`src/rtl/timed_demultiplexer_1x4_pkg.sv`:
```
// rtl/timed_demultiplexer_1x4_pkg.sv - shared state encoding and zone sizing for the 1x4 timed demultiplexer
package timed_demultiplexer_1x4_pkg;

  localparam int ZONE_COUNT = 4;
  localparam int ZONE_WIDTH = 2;

  typedef enum logic [1:0] {
    IDLE  = 2'd0,
    DRIVE = 2'd1,
    GAP   = 2'd2
  } demux_state_t;

endpackage

```
`src/rtl/timed_demultiplexer_1x4_cycle_counter.sv`:
```
// rtl/timed_demultiplexer_1x4_cycle_counter.sv - clearable up-counter with terminal-count compare against a runtime limit
module cycle_counter #(
  parameter int WIDTH = 4
) (
  input  logic             clock,
  input  logic             reset_n,
  input  logic             clear,
  input  logic             inc,
  input  logic [WIDTH-1:0] limit,
  output logic             terminal
);

  localparam logic [WIDTH-1:0] COUNT_MAX = '1;

  logic [WIDTH-1:0] count;

  // Saturates so a long manual-mode drive can never wrap back into the dwell window.
  always_ff @(posedge clock or negedge reset_n) begin
    if (!reset_n) begin
      count <= '0;
    end else if (clear) begin
      count <= '0;
    end else if (inc && (count != COUNT_MAX)) begin
      count <= count + WIDTH'(1);
    end
  end

  assign terminal = (count == limit);

endmodule

```
`src/rtl/timed_demultiplexer_1x4.sv`:
```
// rtl/timed_demultiplexer_1x4.sv - routes one control bit to one of four zones with break-before-make gaps
module timed_demultiplexer_1x4
  import timed_demultiplexer_1x4_pkg::*;
#(
  parameter int DWELL_CYCLES = 8,
  parameter int GAP_CYCLES   = 1
) (
  input  logic                  clock,
  input  logic                  reset_n,
  input  logic                  in,
  input  logic                  enable,
  input  logic                  auto,
  input  logic [ZONE_WIDTH-1:0] selector,
  output logic [ZONE_COUNT-1:0] out,
  output logic [ZONE_WIDTH-1:0] zone,
  output logic                  switching
);

  localparam int MAX_CYCLES = (DWELL_CYCLES > GAP_CYCLES) ? DWELL_CYCLES : GAP_CYCLES;
  localparam int CNT_WIDTH  = $clog2(MAX_CYCLES + 1);
  localparam logic [CNT_WIDTH-1:0] DWELL_LIMIT = CNT_WIDTH'(DWELL_CYCLES - 1);
  localparam logic [CNT_WIDTH-1:0] GAP_LIMIT   = CNT_WIDTH'(GAP_CYCLES - 1);

  demux_state_t          state;
  demux_state_t          state_next;
  logic [ZONE_WIDTH-1:0] zone_next;
  logic [ZONE_WIDTH-1:0] target_zone;
  logic [CNT_WIDTH-1:0]  cnt_limit;
  logic                  cnt_clear;
  logic                  cnt_inc;
  logic                  cnt_terminal;
  logic                  auto_q;
  logic                  auto_rise;

  assign auto_rise   = auto && !auto_q;
  assign target_zone = auto ? (zone + ZONE_WIDTH'(1)) : selector;
  assign cnt_limit   = (state == GAP) ? GAP_LIMIT : DWELL_LIMIT;
  assign cnt_inc     = (state != IDLE);

  cycle_counter #(
    .WIDTH (CNT_WIDTH)
  ) u_cycle_counter (
    .clock    (clock),
    .reset_n  (reset_n),
    .clear    (cnt_clear),
    .inc      (cnt_inc),
    .limit    (cnt_limit),
    .terminal (cnt_terminal)
  );

  // Enable loss always wins and skips the gap; otherwise mode decides when to leave DRIVE.
  always_comb begin
    state_next = state;
    zone_next  = zone;
    cnt_clear  = 1'b0;
    unique case (state)
      IDLE: begin
        cnt_clear = 1'b1;
        if (enable) begin
          state_next = DRIVE;
          zone_next  = selector;
        end
      end
      DRIVE: begin
        if (!enable) begin
          state_next = IDLE;
          cnt_clear  = 1'b1;
        end else if (auto) begin
          if (auto_rise) begin
            cnt_clear = 1'b1;
          end else if (cnt_terminal) begin
            state_next = GAP;
            cnt_clear  = 1'b1;
          end
        end else if (selector != zone) begin
          state_next = GAP;
          cnt_clear  = 1'b1;
        end
      end
      GAP: begin
        if (!enable) begin
          state_next = IDLE;
          cnt_clear  = 1'b1;
        end else if (cnt_terminal) begin
          state_next = DRIVE;
          zone_next  = target_zone;
          cnt_clear  = 1'b1;
        end
      end
      default: begin
        state_next = IDLE;
        cnt_clear  = 1'b1;
      end
    endcase
  end

  // Outputs decode the pre-edge state, so a zone is only driven once DRIVE has been held a full cycle.
  always_ff @(posedge clock or negedge reset_n) begin
    if (!reset_n) begin
      state     <= IDLE;
      zone      <= '0;
      auto_q    <= 1'b0;
      out       <= '0;
      switching <= 1'b0;
    end else begin
      state     <= state_next;
      zone      <= zone_next;
      auto_q    <= auto;
      out       <= ((state == DRIVE) && in) ? (ZONE_COUNT'(1) << zone) : '0;
      switching <= (state == GAP);
    end
  end

endmodule

```
`config.mk`:
```
export PLATFORM = sky130hd
export DESIGN_NAME = timed_demultiplexer_1x4
export DESIGN_NICKNAME = d
export VERILOG_FILES = /design/src/rtl/timed_demultiplexer_1x4_pkg.sv /design/src/rtl/timed_demultiplexer_1x4_cycle_counter.sv /design/src/rtl/timed_demultiplexer_1x4.sv
export SDC_FILE = /design/constraint.sdc
export NUM_CORES = 1
export LEC_CHECK = 0
export ABC_AREA = 1
export CAP_MARGIN = 25
export CORE_MARGIN = 4
export CORE_UTILIZATION = 56
export DETAILED_ROUTE_END_ITERATION = 16
export PLACE_DENSITY = 0.82
export SYNTH_ARGS = -nofsm -noshare
export SYNTH_HDL_FRONTEND = slang
export SYNTH_HIERARCHICAL = 1
export SYNTH_SLANG_ARGS = --single-unit
```
`constraint.sdc`:
```
create_clock -name clock -period 5.75 [get_ports clock]
set_input_delay 0.8625 -clock clock [delete_from_list [all_inputs] [get_ports clock]]
set_output_delay 0.8625 -clock clock [all_outputs]
set_load 0.01 [all_outputs]
```
### Word-level counts from Yosys, hierarchy flattened

Index checks and enable logic that the tools add are counted.

* output and inout bits: 7
* flip-flop bits (word level): 14

* reductions and logical operators: 10
* multiplexer cells: 25
* equality and inequality tests: 12
* $add $sub $neg: 2
* shift operators: 1

Operators by type and width (number)
* 2-to-1 mux 2 bit: 12
* inequality test 4 bit, second input constant: 4
* 2-to-1 mux 4 bit: 3
* 2-to-1 mux 1 bit: 6
* inequality test 2 bit, second input constant: 3
* case mux 2 bit (3 select lines): 1
* nonzero test 2 bit: 3
* AND reduction 5 bit: 1
* adder 4 x 1 -> 4 bit, second input constant: 1
* == test 4 x 3 -> 1 bit: 1
* case mux 2 bit (2 select lines): 1
* AND reduction 4 bit: 1
* left shift 1 x 2 -> 4 bit, first input constant: 1
* logical AND 1 bit: 3
* 2-to-1 mux 3 bit: 1
* inequality test 3 bit, second input constant: 1
* adder 2 x 1 -> 2 bit, second input constant: 1
* == test 2 x 1 -> 1 bit, second input constant: 1
* == test 2 bit, second input constant: 1
* zero test 2 bit: 1
* inequality test 2 bit: 1
* case mux 1 bit (2 select lines): 1
* zero test 1 bit: 1

### Depth between registers and ports, before layout

Gate-level depths: netlist of run 1.

* depth in word-level cells: 9
* gate-level depth with buffers: 13
* depth with buffers taken out: 13

### Cells and area by module

Netlist of run 1, hierarchy kept.

By module, submodules not included
* timed_demultiplexer_1x4: area an instance 641.9 µm², cells each 81, sequential area each 250.2 µm², times used 1
* cycle_counter: area an instance 279.0 µm², cells each 35, sequential area each 100.1 µm², times used 1

### Worst setup path after synthesis of run 1

Ideal clock, no wire load.

* kind: register to register
* from: register state[0]
* to: register u_cycle_counter.count[3]
* path slack: 3729 ps
* data arrival time: 1903 ps
* cell stages (with the launch flop): 13
* library setup time: 118 ps
* path buffers: 0
* clock period less this slack: 2021 ps
* cells stage by stage: dfrtp_1 inv_1 ha_1 inv_1 xor2_1 nor3_1 inv_1 nand4_1 o211ai_1 nand3_1 inv_1 nand4_1 nand2_1

* word-level cells in the longest chain between the ends: 9
* elaborated cells on any way between the ends: 14
* classes of those cells: 3 x eq/ne; 8 x mux; 3 x reduce/logical

RTL lines
* start, declared: RTL line timed_demultiplexer_1x4.sv:24 `demux_state_t state;`
* start signal, assigned: RTL line timed_demultiplexer_1x4.sv:106 `state <= state_next;`
* == test 2 bit (*): RTL line timed_demultiplexer_1x4.sv:37 `assign cnt_limit = (state == GAP) ? GAP_LIMIT : DWELL_LIMIT;`
* 2-to-1 mux 3 bit (*): RTL line timed_demultiplexer_1x4.sv:37
* via cnt_limit[0]: RTL line timed_demultiplexer_1x4.sv:28 `logic [CNT_WIDTH-1:0] cnt_limit;`
* == test 4 x 3 -> 1 bit (*): RTL line timed_demultiplexer_1x4_cycle_counter.sv:28 `assign terminal = (count == limit);`
* via cnt_terminal: RTL line timed_demultiplexer_1x4.sv:31 `logic cnt_terminal;`
* 2-to-1 mux 1 bit (*): RTL line timed_demultiplexer_1x4.sv:71, timed_demultiplexer_1x4.sv:84
* 2-to-1 mux 1 bit: RTL line timed_demultiplexer_1x4.sv:69 `if (auto_rise) begin`
* 2-to-1 mux 1 bit: RTL line timed_demultiplexer_1x4.sv:68 `end else if (auto) begin`
* 2-to-1 mux 1 bit: RTL line timed_demultiplexer_1x4.sv:65 `if (!enable) begin`
* case mux 1 bit (2 select lines) (*): RTL line timed_demultiplexer_1x4.sv:56 `unique case (state)`
* via cnt_clear: RTL line timed_demultiplexer_1x4.sv:29 `logic cnt_clear;`
* 2-to-1 mux 4 bit or nonzero test 2 bit (tied branches)
* end signal, assigned: RTL line timed_demultiplexer_1x4_cycle_counter.sv:24 `count <= count + WIDTH'(1);`
* end, declared: RTL line timed_demultiplexer_1x4_cycle_counter.sv:15 `logic [WIDTH-1:0] count;`

Mark *: on every way through the listed nets, which the timed path passes. The rest lies on a longest branch.
A chain may end at the register's enable or synchronous reset.

### Worst setup path after layout of run 1

* from: register state[0]
* to: register u_cycle_counter.count[0]

The elaborated chain is that of the path after synthesis.

==> flow_summary.yaml, run 1 <==
run_status:
  status: "complete, no violations"
setup_path:
  reg2reg_depth: 12
  path_max_fanout: 7
  timing.rr.start: "state[0]"
  crit_path_start_kind: "register"
  r2r_setup_slack_ps: 3320
  critPathArrivalTime_ps: 2600
  critical_path_class: "reg -> reg"
  end_kind: "register"
  r2r_end: "u_cycle_counter/count[0]"
  critPathRequiredTime_ps: 5920
route:
  drcViolationCount: 0
  finalWirelength_um: 1780
  vias: 807
  ant_nets: 0
  wl_per_cell_um: 12.0
  drtIter0Drc: 8
  drtPass1Iterations: 6
  viasPerCell: 5.45
global_route:
  overflow: 0
  grt_pass1_vias: 737
  antenna_found_initial: 0
  track_usage_pct: 16.4
  grt_pass1_wl_um: 3050
  grt_max_degree: 15
pwr:
  p_leak_nw: 0.569
  powerDensity_nw_per_um2: 425
  ir_drop_v: 0.000232
yosys:
  synth_xor_area_share_pct: 4.76
  ys_seq_area_share_pct: 38.0
  ys_types: 23
  synthSimpleGateAreaFrac_pct: 29.6
  yosysWarnings: 6
  synthMuxAreaShare_pct: 0
  yosys.area_share.adder_pct: 12.2
  avgSynthCellArea_um2: 7.94
  synth_fp_nets: 132
  synthesis.area_um2: 921
  synth_compound_area_share_pct: 5.98
  syn_inst: 116
  ys_ff_latch: 14
  synth_top_family_by_area: "simple AND/OR/NAND/NOR gates"
layout:
  fin_util_pct: 71.9
  final_common_cell: "nand2_1"
  antenna_cells: 0
  drive_gt1_share_pct: 11.4
  syn_to_final_growth_pct: 19.0
  fillers: 119
  multi_input_area_um2: 488
  nNetsFinal: 149
  mostFrequentLayoutCells: "nand2_1, inv_1, dfrtp_1"
  ff_latch_area_um2: 350
floorplanning:
  die_h_um: 48.6
  num_rows: 14
  die_area_um2: 2360
  coreArea_um2: 1520
  initial_core_util_pct: 60.4
  die_x_um: 48.6
  io_pins: 14
sta:
  final-setup-viol-count: 0
  holdWs_ps: 567
  clock.fmax_mhz: 411
  hold_violations: 0
  drv_slew: 0
  worst_pin_slew_ps: 630
  fin_crit_ps: 2430
  rsz0062_at_grt: "no"
  tns_ps: 0
  relSlewSlack_pct: 57.9
  clock_skew_ps: 13.9
  timing.final.crit_share_pct: 42.3
clock_network:
  hold_buffers: 0
  cts_tree: "yes"
  numClockSinks: 14
  clk_path_buf_depth: 2
  numCtsBuffers: 3
  cts_resized: 0
  clkTransAtPathRegs_ps: 100
  cts_htree_levels: 1
  cts-root-buf: "clkbuf_4"
  clk_latency_ps: 290
  cts_setup_buffers: 0
placement:
  dp_hpwl_um: 1350
  portBuffers: 13
  routabilityCongestion: 0.862
job:
  drv_cap: 0
worst_hold_path:
  hold_path_depth: 2
  min_path_type: "reg -> reg"
  min-delay-start: "state[1]"
  min_to: "state[1]"
## kinds of logic after synthesis
| family | after synthesis |
|---|---|
| AOI/OAI and AO/OA | 9 |
| xor gates and xnor gates | 5 |
| adders and majority gates | 9 |
| buffers and inverters | 20 |
| DFF | 14 |
| other | 1 |
| and+or+nand+nor | 58 |
## metal layers
| metal | GRT usage [%] | vias to the layer above | share of wire [%] | wire length [µm] |
|---|---|---|---|---|
| li1 | - | 401 | - | - |
| met1 | 20.4 | 374 | 45 | 803 |
| met2 | 25.0 | 26 | 47 | 844 |
| met3 | 4.29 | 6 | 5.1 | 90 |
| met4 | 9.87 | 0 | 2.1 | 38 |
| met5 | 0 | - | 0 | 0 |
## worst max-delay path, cell delays in order (launching register included)
cell and delay, ps:
dfrtp_1 450, inv_1 110, ha_1 310, inv_1 140
xor2_1 180, nor3_1 400, inv_1 140, nand4_1 110
o211ai_1 90, nand3_1 140, inv_1 100, nand2_1 100
nor2_2 40
## worst max path at each step
stage | startpoint | depth (start not counted) | slack (ps) | to
after floorplan | state[0] | 12 | 3730 | u_cycle_counter/count[3]
after global placement | enable | 9 | 3420 | u_cycle_counter/count[3]
after detailed placement | enable | 9 | 3340 | u_cycle_counter/count[0]
after CTS | state[0] | 12 | 3350 | u_cycle_counter/count[1]
after global routing | state[0] | 12 | 3100 | u_cycle_counter/count[3]
final | state[0] | 12 | 3320 | u_cycle_counter/count[0]
## sequential cells by signal, summed over array words and instances (netlist names)
signal and flops:
u_cycle_counter/count 4, auto_q 1, state 2, out 4
zone 2, switching 1
## layout make-up
cell class                      instances  share of cell area, %
Inverter                               19                   6.51
Tap cell                               16                   1.83
Timing Repair Buffer                   13                   11.9
Multi-Input combinational cell         82                   44.5
Sequential cell                        14                   32.0
Clock buffer                            4                   3.31
## through the flow
stage	total power, mW	cell area (µm²)	cells	worst slack [ps]
after floorplan	0.322	921	116	3730
after global placement	0.385	1060	144	3420
after detailed placement	0.396	1060	144	3340
after CTS	0.468	1100	148	3350
after global routing	0.511	1100	148	3100
final	0.465	1100	148	3320
## synthesized netlist by cell type
master	count	area share (%)
nand2_1	29	12
inv_1	16	6.5
dfrtp_1	14	38
ha_1	9	12
nor2_1	8	3.3
nand3_1	7	3.8
nand4_1	6	4.1
o21ai_0	4	2.2
inv_2	3	1.2
xor2_1	3	2.9
a21oi_1	2	1.1
nand2_2	2	1.4
nor2_2	2	1.4
xnor2_1	2	1.9
buf_6	1	1.2
conb_1	1	0.41
nand3_2	1	1.1
nor2_4	1	1.2
nor3_1	1	0.54
nor3_2	1	1.1
o211ai_1	1	0.82
o21ai_2	1	0.95
o221ai_1	1	0.95
## report_power, final
| part | internal (mW) | switching (mW) | leakage, nW |
|---|---|---|---|
| Combinational | 0.0987 | 0.141 | 0.364 |
| Clock | 0.0385 | 0.0334 | 0.0210 |
| Sequential | 0.123 | 0.0307 | 0.184 |
| Total | 0.260 | 0.205 | 0.569 |
Power figures use the tool's default switching activity.
==> inputs of run 2 (changes only) <==
--- a/config.mk
+++ b/config.mk
@@ -8,9 +8,9 @@
 export ABC_AREA = 1
 export CAP_MARGIN = 25
 export CORE_MARGIN = 4
-export CORE_UTILIZATION = 56
+export CORE_UTILIZATION = 47
 export DETAILED_ROUTE_END_ITERATION = 16
-export PLACE_DENSITY = 0.82
+export PLACE_DENSITY = 0.74
 export SYNTH_ARGS = -nofsm -noshare
 export SYNTH_HDL_FRONTEND = slang
 export SYNTH_HIERARCHICAL = 1
==> constraint.sdc (replaced) <==
create_clock -name clock -period 2.15 [get_ports clock]
set_input_delay 0.3225 -clock clock [delete_from_list [all_inputs] [get_ports clock]]
set_output_delay 0.3225 -clock clock [all_outputs]
set_load 0.01 [all_outputs]
==> run 2 against run 1 <==
Net effect: wire length down 0.51%; hold slack worse by 140 ps; fmax up 22%; global-route usage down 1.4 points; sequential share of layout area down 0.89 points; largest power group unchanged; combinational power rose to 2.8 times the previous value; final cell count up 7.4%; sequential cell count unchanged; critical path depth up 1; utilization down 8.7 points; worst setup slack worse by 3200 ps.
==> flow_summary.yaml, run 2 (synthesis gave the netlist of run 1 again) <==
pwr:
  power_frac_clock_pct: 15.2
  switching_share_pct: 44.1
  p_leak_nw: 0.580
  p_seq_share_pct: 32.2
  power.switching_mw: 0.555
  powerDensity_nw_per_um2: 1120
  ir_drop_v: 0.000674
  p_int_mw: 0.702
  pwr-share-comb_pct: 52.6
route:
  vias: 799
  drtPass1Iterations: 4
  drtIter0Drc: 25
  wl_per_cell_um: 11.1
  drcViolationCount: 0
  finalWirelength_um: 1770
  ant_nets: 0
  viasPerCell: 5.03
clock_network:
  clkTransAtPathRegs_ps: 90
  clk_path_buf_depth: 2
  hold_buffers: 0
  cts_tree: "yes"
  cts_htree_levels: 1
  cts-root-buf: "clkbuf_4"
  numCtsBuffers: 3
  numClockSinks: 14
  clk_latency_ps: 280
  cts_setup_buffers: 0
  cts_resized: 0
sta:
  relSlewSlack_pct: 57.2
  final-setup-viol-count: 0
  fin_crit_ps: 1990
  setup_ws_ps: 158
  hold_violations: 0
  clock_skew_ps: 8.84
  worst_pin_slew_ps: 640
  timing.final.crit_share_pct: 92.6
  drv_slew: 0
  clock.fmax_mhz: 502
layout:
  top_regs: "out x4, u_cycle_counter/count x4"
  syn_to_final_growth_pct: 22.4
  final_area_um2: 1130
  nNetsFinal: 151
  fillers: 160
  final_common_cell: "nand2_1"
  ff_latch_area_um2: 350
  mostFrequentLayoutCells: "nand2_1, inv_1, dfrtp_1"
  drive_gt1_share_pct: 13.4
  multi_input_area_um2: 493
  antenna_cells: 0
floorplanning:
  num_rows: 15
  die_x_um: 52.3
  initial_core_util_pct: 51.6
  die_area_um2: 2730
  die_h_um: 52.3
  coreArea_um2: 1780
  io_pins: 14
job:
  drv_cap: 0
placement:
  dp_hpwl_um: 1350
  portBuffers: 13
  routabilityCongestion: 0.814
  place_ws_ps: 90.1
  place_area_um2: 1090
setup_path:
  cpPeakStageDelay_ps: 430
  critPathRequiredTime_ps: 2320
  r2r_setup_slack_ps: 160
  worst_path_dominant_cell_family: "simple AND/OR/NAND/NOR gates"
  crit_path_frequent_cell: "inv_1"
  reg2reg_depth: 13
  critPathArrivalTime_ps: 2160
  r2r_end: "u_cycle_counter/count[1]"
  critPathCapture: "u_cycle_counter/count[1]"
  crit_slowest_cell: "dfrtp_1"
  cp_cell_sequence: "inv_1 > ha_1 > inv_1 > xnor2_1 > nand2_1 > nor3_2 > inv_1 > nand4_1 > o211ai_1 > nand3_1 > inv_1 > nand3_1 > nand2_1"
  path_max_fanout: 5
  crit_path_start_kind: "register"
  timing.rr.start: "state[0]"
  end_kind: "register"
  crit_start: "state[0]"
  critical_path_class: "reg -> reg"
  cp.depth: 13
  worst-path-buf-inv: 4
global_route:
  grt_max_degree: 15
  grt_pass1_wl_um: 3080
  track_usage_pct: 15.0
  overflow: 0
  grt_pass1_vias: 754
  antenna_found_initial: 0
worst_hold_path:
  min_path_type: "in -> async"
run_status:
  status: "complete, no violations"
-- run 2: cell types whose count changed in the layout (fill, tap and decap cells not counted), sizes merged --
cell / delta
buf: +2
-- run 2: layout make-up --
cell class	instances	area share, %
Inverter	19	6.33
Multi-Input combinational cell	82	43.7
Clock buffer	4	3.22
Timing Repair Buffer	15	12.9
Tap cell	25	2.77
Sequential cell	14	31.1
-- run 2: power by group through the flow --
| stage | Clock [mW] | Combinational (mW) | Sequential, mW |
|---|---|---|---|
| 2_1_floorplan | 0 | 0.450 | 0.412 |
| 3_3_place_gp | 0 | 0.642 | 0.409 |
| 3_5_place_dp | 0 | 0.654 | 0.412 |
| 4_1_cts | 0.199 | 0.659 | 0.406 |
| 5_1_grt | 0.214 | 0.753 | 0.417 |
| 6_report | 0.191 | 0.661 | 0.405 |
-- run 2: worst register-to-register path, cell delays in order (launching register included) --
cell,delay [ps]
dfrtp_1,430
inv_1,80
ha_1,210
inv_1,120
xnor2_1,130
nand2_1,80
nor3_2,160
inv_1,110
nand4_1,80
o211ai_1,90
nand3_1,150
inv_1,100
nand3_1,90
nand2_1,50
-- run 2: worst min-delay path by stage --
stage                               endpoint
finish              u_cycle_counter/count[3]
global route        u_cycle_counter/count[2]
CTS                                   out[0]
detailed placement                  state[1]
global placement                    state[1]
floorplan                             auto_q
-- run 2: metrics by stage --
stage	cells	setup TNS, ps	utilization [%]	total power [mW]	hold WS, ps
6_report	159	0	63.2	1.26	428
5_1_grt	159	-2.20	63.2	1.38	474
4_1_cts	159	0	62.9	1.26	455
3_5_place_dp	155	0	60.9	1.07	532
3_3_place_gp	155	0	60.9	1.05	523
2_1_floorplan	116	0	-	0.861	26.9
-- run 2: layer usage --
layer  GRT usage, %  up-vias  part of all wire (%)
met5              0        -                     0
met4           6.38        0                   1.8
met3           3.70        4                   5.2
met2           24.1       22                    48
met1           18.9      368                    45
li1               -      405                     -
==> RTL edit 1: new RTL, config.mk and constraints of run 2 <==
Register the output `out` once more, without a reset; this adds one clock of latency there. The other outputs are not delayed to match.
--- a/src/rtl/timed_demultiplexer_1x4.sv
+++ b/src/rtl/timed_demultiplexer_1x4.sv
@@ -20,6 +20,8 @@
   localparam int CNT_WIDTH  = $clog2(MAX_CYCLES + 1);
   localparam logic [CNT_WIDTH-1:0] DWELL_LIMIT = CNT_WIDTH'(DWELL_CYCLES - 1);
   localparam logic [CNT_WIDTH-1:0] GAP_LIMIT   = CNT_WIDTH'(GAP_CYCLES - 1);
+
+  logic [ZONE_COUNT-1:0] out_s0;
 
   demux_state_t          state;
   demux_state_t          state_next;
@@ -100,16 +102,20 @@
       state     <= IDLE;
       zone      <= '0;
       auto_q    <= 1'b0;
-      out       <= '0;
+      out_s0    <= '0;
       switching <= 1'b0;
     end else begin
       state     <= state_next;
       zone      <= zone_next;
       auto_q    <= auto;
-      out       <= ((state == DRIVE) && in) ? (ZONE_COUNT'(1) << zone) : '0;
+      out_s0    <= ((state == DRIVE) && in) ? (ZONE_COUNT'(1) << zone) : '0;
       switching <= (state == GAP);
     end
   end
 
+  always_ff @(posedge clock) begin
+    out <= out_s0;
+  end
+
 endmodule
 
Formal check against the unedited RTL: not equivalent (a bounded check fails within 4 cycles, from zero or initial values and one cycle with reset_n low).
==> RTL edit 1 against run 2 <==
- combinational power increased by 1%
- clock power is 6% higher
- first-iteration DRC count decreased by 36%
- cell area up 7.4%
- routed wire length down 0.23%
- synthesized area rose by 8.7%
- via count up 0.50%
- sequential cell count increased by 4
- power rose by 8.6%
- worst setup slack improved by 0.081 ns
- critical endpoint unchanged
- largest cell class unchanged
==> RTL edit 1: results <==
[placement]
place_inst = 161
gp_congestion = 0.8609

[grt]
use_met1_pct = 17.27
grtUsageMet2_pct = 26.49
track_usage_pct = 14.79

[routing]
wl_met1_um = 823
wl_um = 1764
avgViaCountPerCell = 4.867

[logic_synthesis]
synthXorXnorAreaFrac_pct = 4.375
yosysUniqueCellTypes = 24
synthArstFlopShare_pct = 77.78
synth_fa_ha_area_share_pct = 11.25
postSynthCellCount = 120
synth_nets = 136

[sta]
clock_skew_ns = 0.003574
timing.hold.ws_ns = 0.3486
slew_headroom_pct = 58.09

[critical_path]
slowest_delay_ns = 0.45
reg2regPathDepth = 12
worst_path_max_delay_cell = "dfrtp_2"

[pwr]
ir_drop_mv = 0.6281
sequentialPowerShare_pct = 36.2
p_leak_nw = 0.6055

[run_status]
status = "completed"

[layout]
reg_top3 = "out (4), out_s0 (4), u_cycle_counter/count (4)"
## RTL edit 1: changes by cell type in the layout (fill, tap and decap cells not counted), sizes merged
cell / run 2 / this run
dfxtp: 0 / 4
inv: 19 / 18
nor2: 11 / 12
## RTL edit 1: how the worst max path moves through the flow
stage | slack, ns | startpoint | cells after the start | endpoint
CTS | 0.14 | state[0] | 13 | u_cycle_counter/count[3]
finish | 0.24 | state[0] | 12 | u_cycle_counter/count[1]
floorplan | 0.13 | state[0] | 12 | u_cycle_counter/count[3]
detailed placement | 0.18 | state[0] | 13 | u_cycle_counter/count[3]
global route | -0.004 | state[0] | 13 | u_cycle_counter/count[3]
global placement | 0.25 | state[0] | 13 | u_cycle_counter/count[3]
## RTL edit 1: final cells by class
cell class	count	area [um^2]
Clock buffer	4	36.28
Tap cell	27	33.78
Inverter	18	67.56
Fill cell	180	790.8
Sequential cell	18	431.7
Multi-Input combinational cell	83	496.7
Timing Repair Buffer	15	145.1
==> RTL edit 2: new RTL, settings of run 2 <==
Made on the original files. Change the parameter `DWELL_CYCLES` from 8 to 16.
--- a/src/rtl/timed_demultiplexer_1x4.sv
+++ b/src/rtl/timed_demultiplexer_1x4.sv
@@ -2,7 +2,7 @@
 module timed_demultiplexer_1x4
   import timed_demultiplexer_1x4_pkg::*;
 #(
-  parameter int DWELL_CYCLES = 8,
+  parameter int DWELL_CYCLES = 16,
   parameter int GAP_CYCLES   = 1
 ) (
   input  logic                  clock,
Check against the original RTL: no difference found for any inputs over 10 cycles, from zero or initial values and one cycle with reset_n low; that may be too few to reach the edited logic, so the function may still have changed.
==> RTL edit 2 against run 2 <==
- power is 1.7% higher
- sequential cell count is 1 higher
- fmax is 4.0% higher
- sequential share of layout area is 0.64 points higher
- sequential power is 5.2% higher
- utilization is 2.9 points lower
- cell area is 5.0% higher
- routed wire length is 3.2% higher
- worst setup slack better by 0.076 ns
- clock skew is 0.0041 ns lower
- synthesized area is 5.8% higher
- critical path type unchanged
==> RTL edit 2: results <==
[layout]
register_area_um2 = 375.4
fillers = 193
clock_area_share_pct = 2.326
reg_top3 = "u_cycle_counter/count (5), out (4)"
nets = 162
comb.multi_input.count = 89
fin_util_pct = 60.33
multiInputGateArea_um2 = 523.0
fin_cells = 171
buf_share_pct = 12.26
drive_above_1_share_pct = 14.58
num-nonclk-inverters = 21

[logic_synthesis]
synth_nets = 142
ys_top_cells_by_area = "dfrtp_1 39%, ha_1 13%, nand2_1 11%"
ys_ff_latch = 15
syn_avg_cell_area_um2 = 7.797
yosysUniqueCellTypes = 21
synthTopCellsByCount = "28 x nand2_1, 18 x inv_1, 16 x nor2_1, 15 x dfrtp_1, 10 x ha_1"
synth-seq-area-share_pct = 38.51
synthArstFlopShare_pct = 100.0

[critical_path]
cp.arrival_ns = 2.10
slowest_delay_ns = 0.42
cp_max_fo = 5

[placement]
place_inst = 166
port_buffers = 13
dp.final_hpwl_um = 1465
dp_slack_ns = 0.1573
place_area_um2 = 1146
gp_congestion = 0.8427

[grt]
use_met3_pct = 4.986
track_usage_pct = 14.99
grt_pass1_wl_um = 3070
grt_pass1_vias = 756
grt_max_degree = 16
antenna_found_initial = 0
use_met1_pct = 17.24
grtUsageMet2_pct = 25.71

[pwr]
sequentialPowerShare_pct = 33.3
p_leak_nw = 0.5872
internal_power_uw = 716.4
ir_drop_mv = 0.7714
p_clk_share_pct = 12.5
switchingPower_uw = 561.7

[die]
die_w_um = 53.54

[routing]
drt-initial-drc-count = 9
route.detailed.drc = 0
avgViaCountPerCell = 4.807
wl_met3_um = 83
wl_um = 1824
wl_met1_um = 810
wl_met2_um = 908

[run_status]
status = "completed"

[sta]
clock_skew_ns = 0.004782
worst_pin_slew_ns = 0.6823

[hold_path]
hold_class = "in2async"

[clock_tree]
cts-root-buf = "clkbuf_4"
==> RTL edit 2: cell families (layout without fill, tap and decap cells) <==
| group | count (synthesis) | in the layout | share of synthesized area [%] |
|---|---|---|---|
| simple gates | 63 | 63 | 29.65 |
| compound gates | 11 | 11 | 6.932 |
| fa+ha+maj | 10 | 10 | 12.84 |
| flops | 15 | 15 | 38.51 |
| buf+inv | 21 | 40 | 8.087 |
| other cells | 1 | 1 | 0.3847 |
| xor+xnor | 4 | 4 | 3.594 |
==> RTL edit 2: worst paths after layout <==
kind	startpoint	endpoint	slack, ns	cells past startpoint
setup / recovery	state[0]	u_cycle_counter/count[0]	0.23	13
hold / removal	reset_n	u_cycle_counter/count[4]	0.44	1
setup reg to reg	state[0]	u_cycle_counter/count[0]	0.23	13
hold reg to reg	state[1]	state[1]	0.55	2
max in group asynchronous	reset_n	zone[1]	1.27	1
min in group clock	state[1]	state[1]	0.55	2
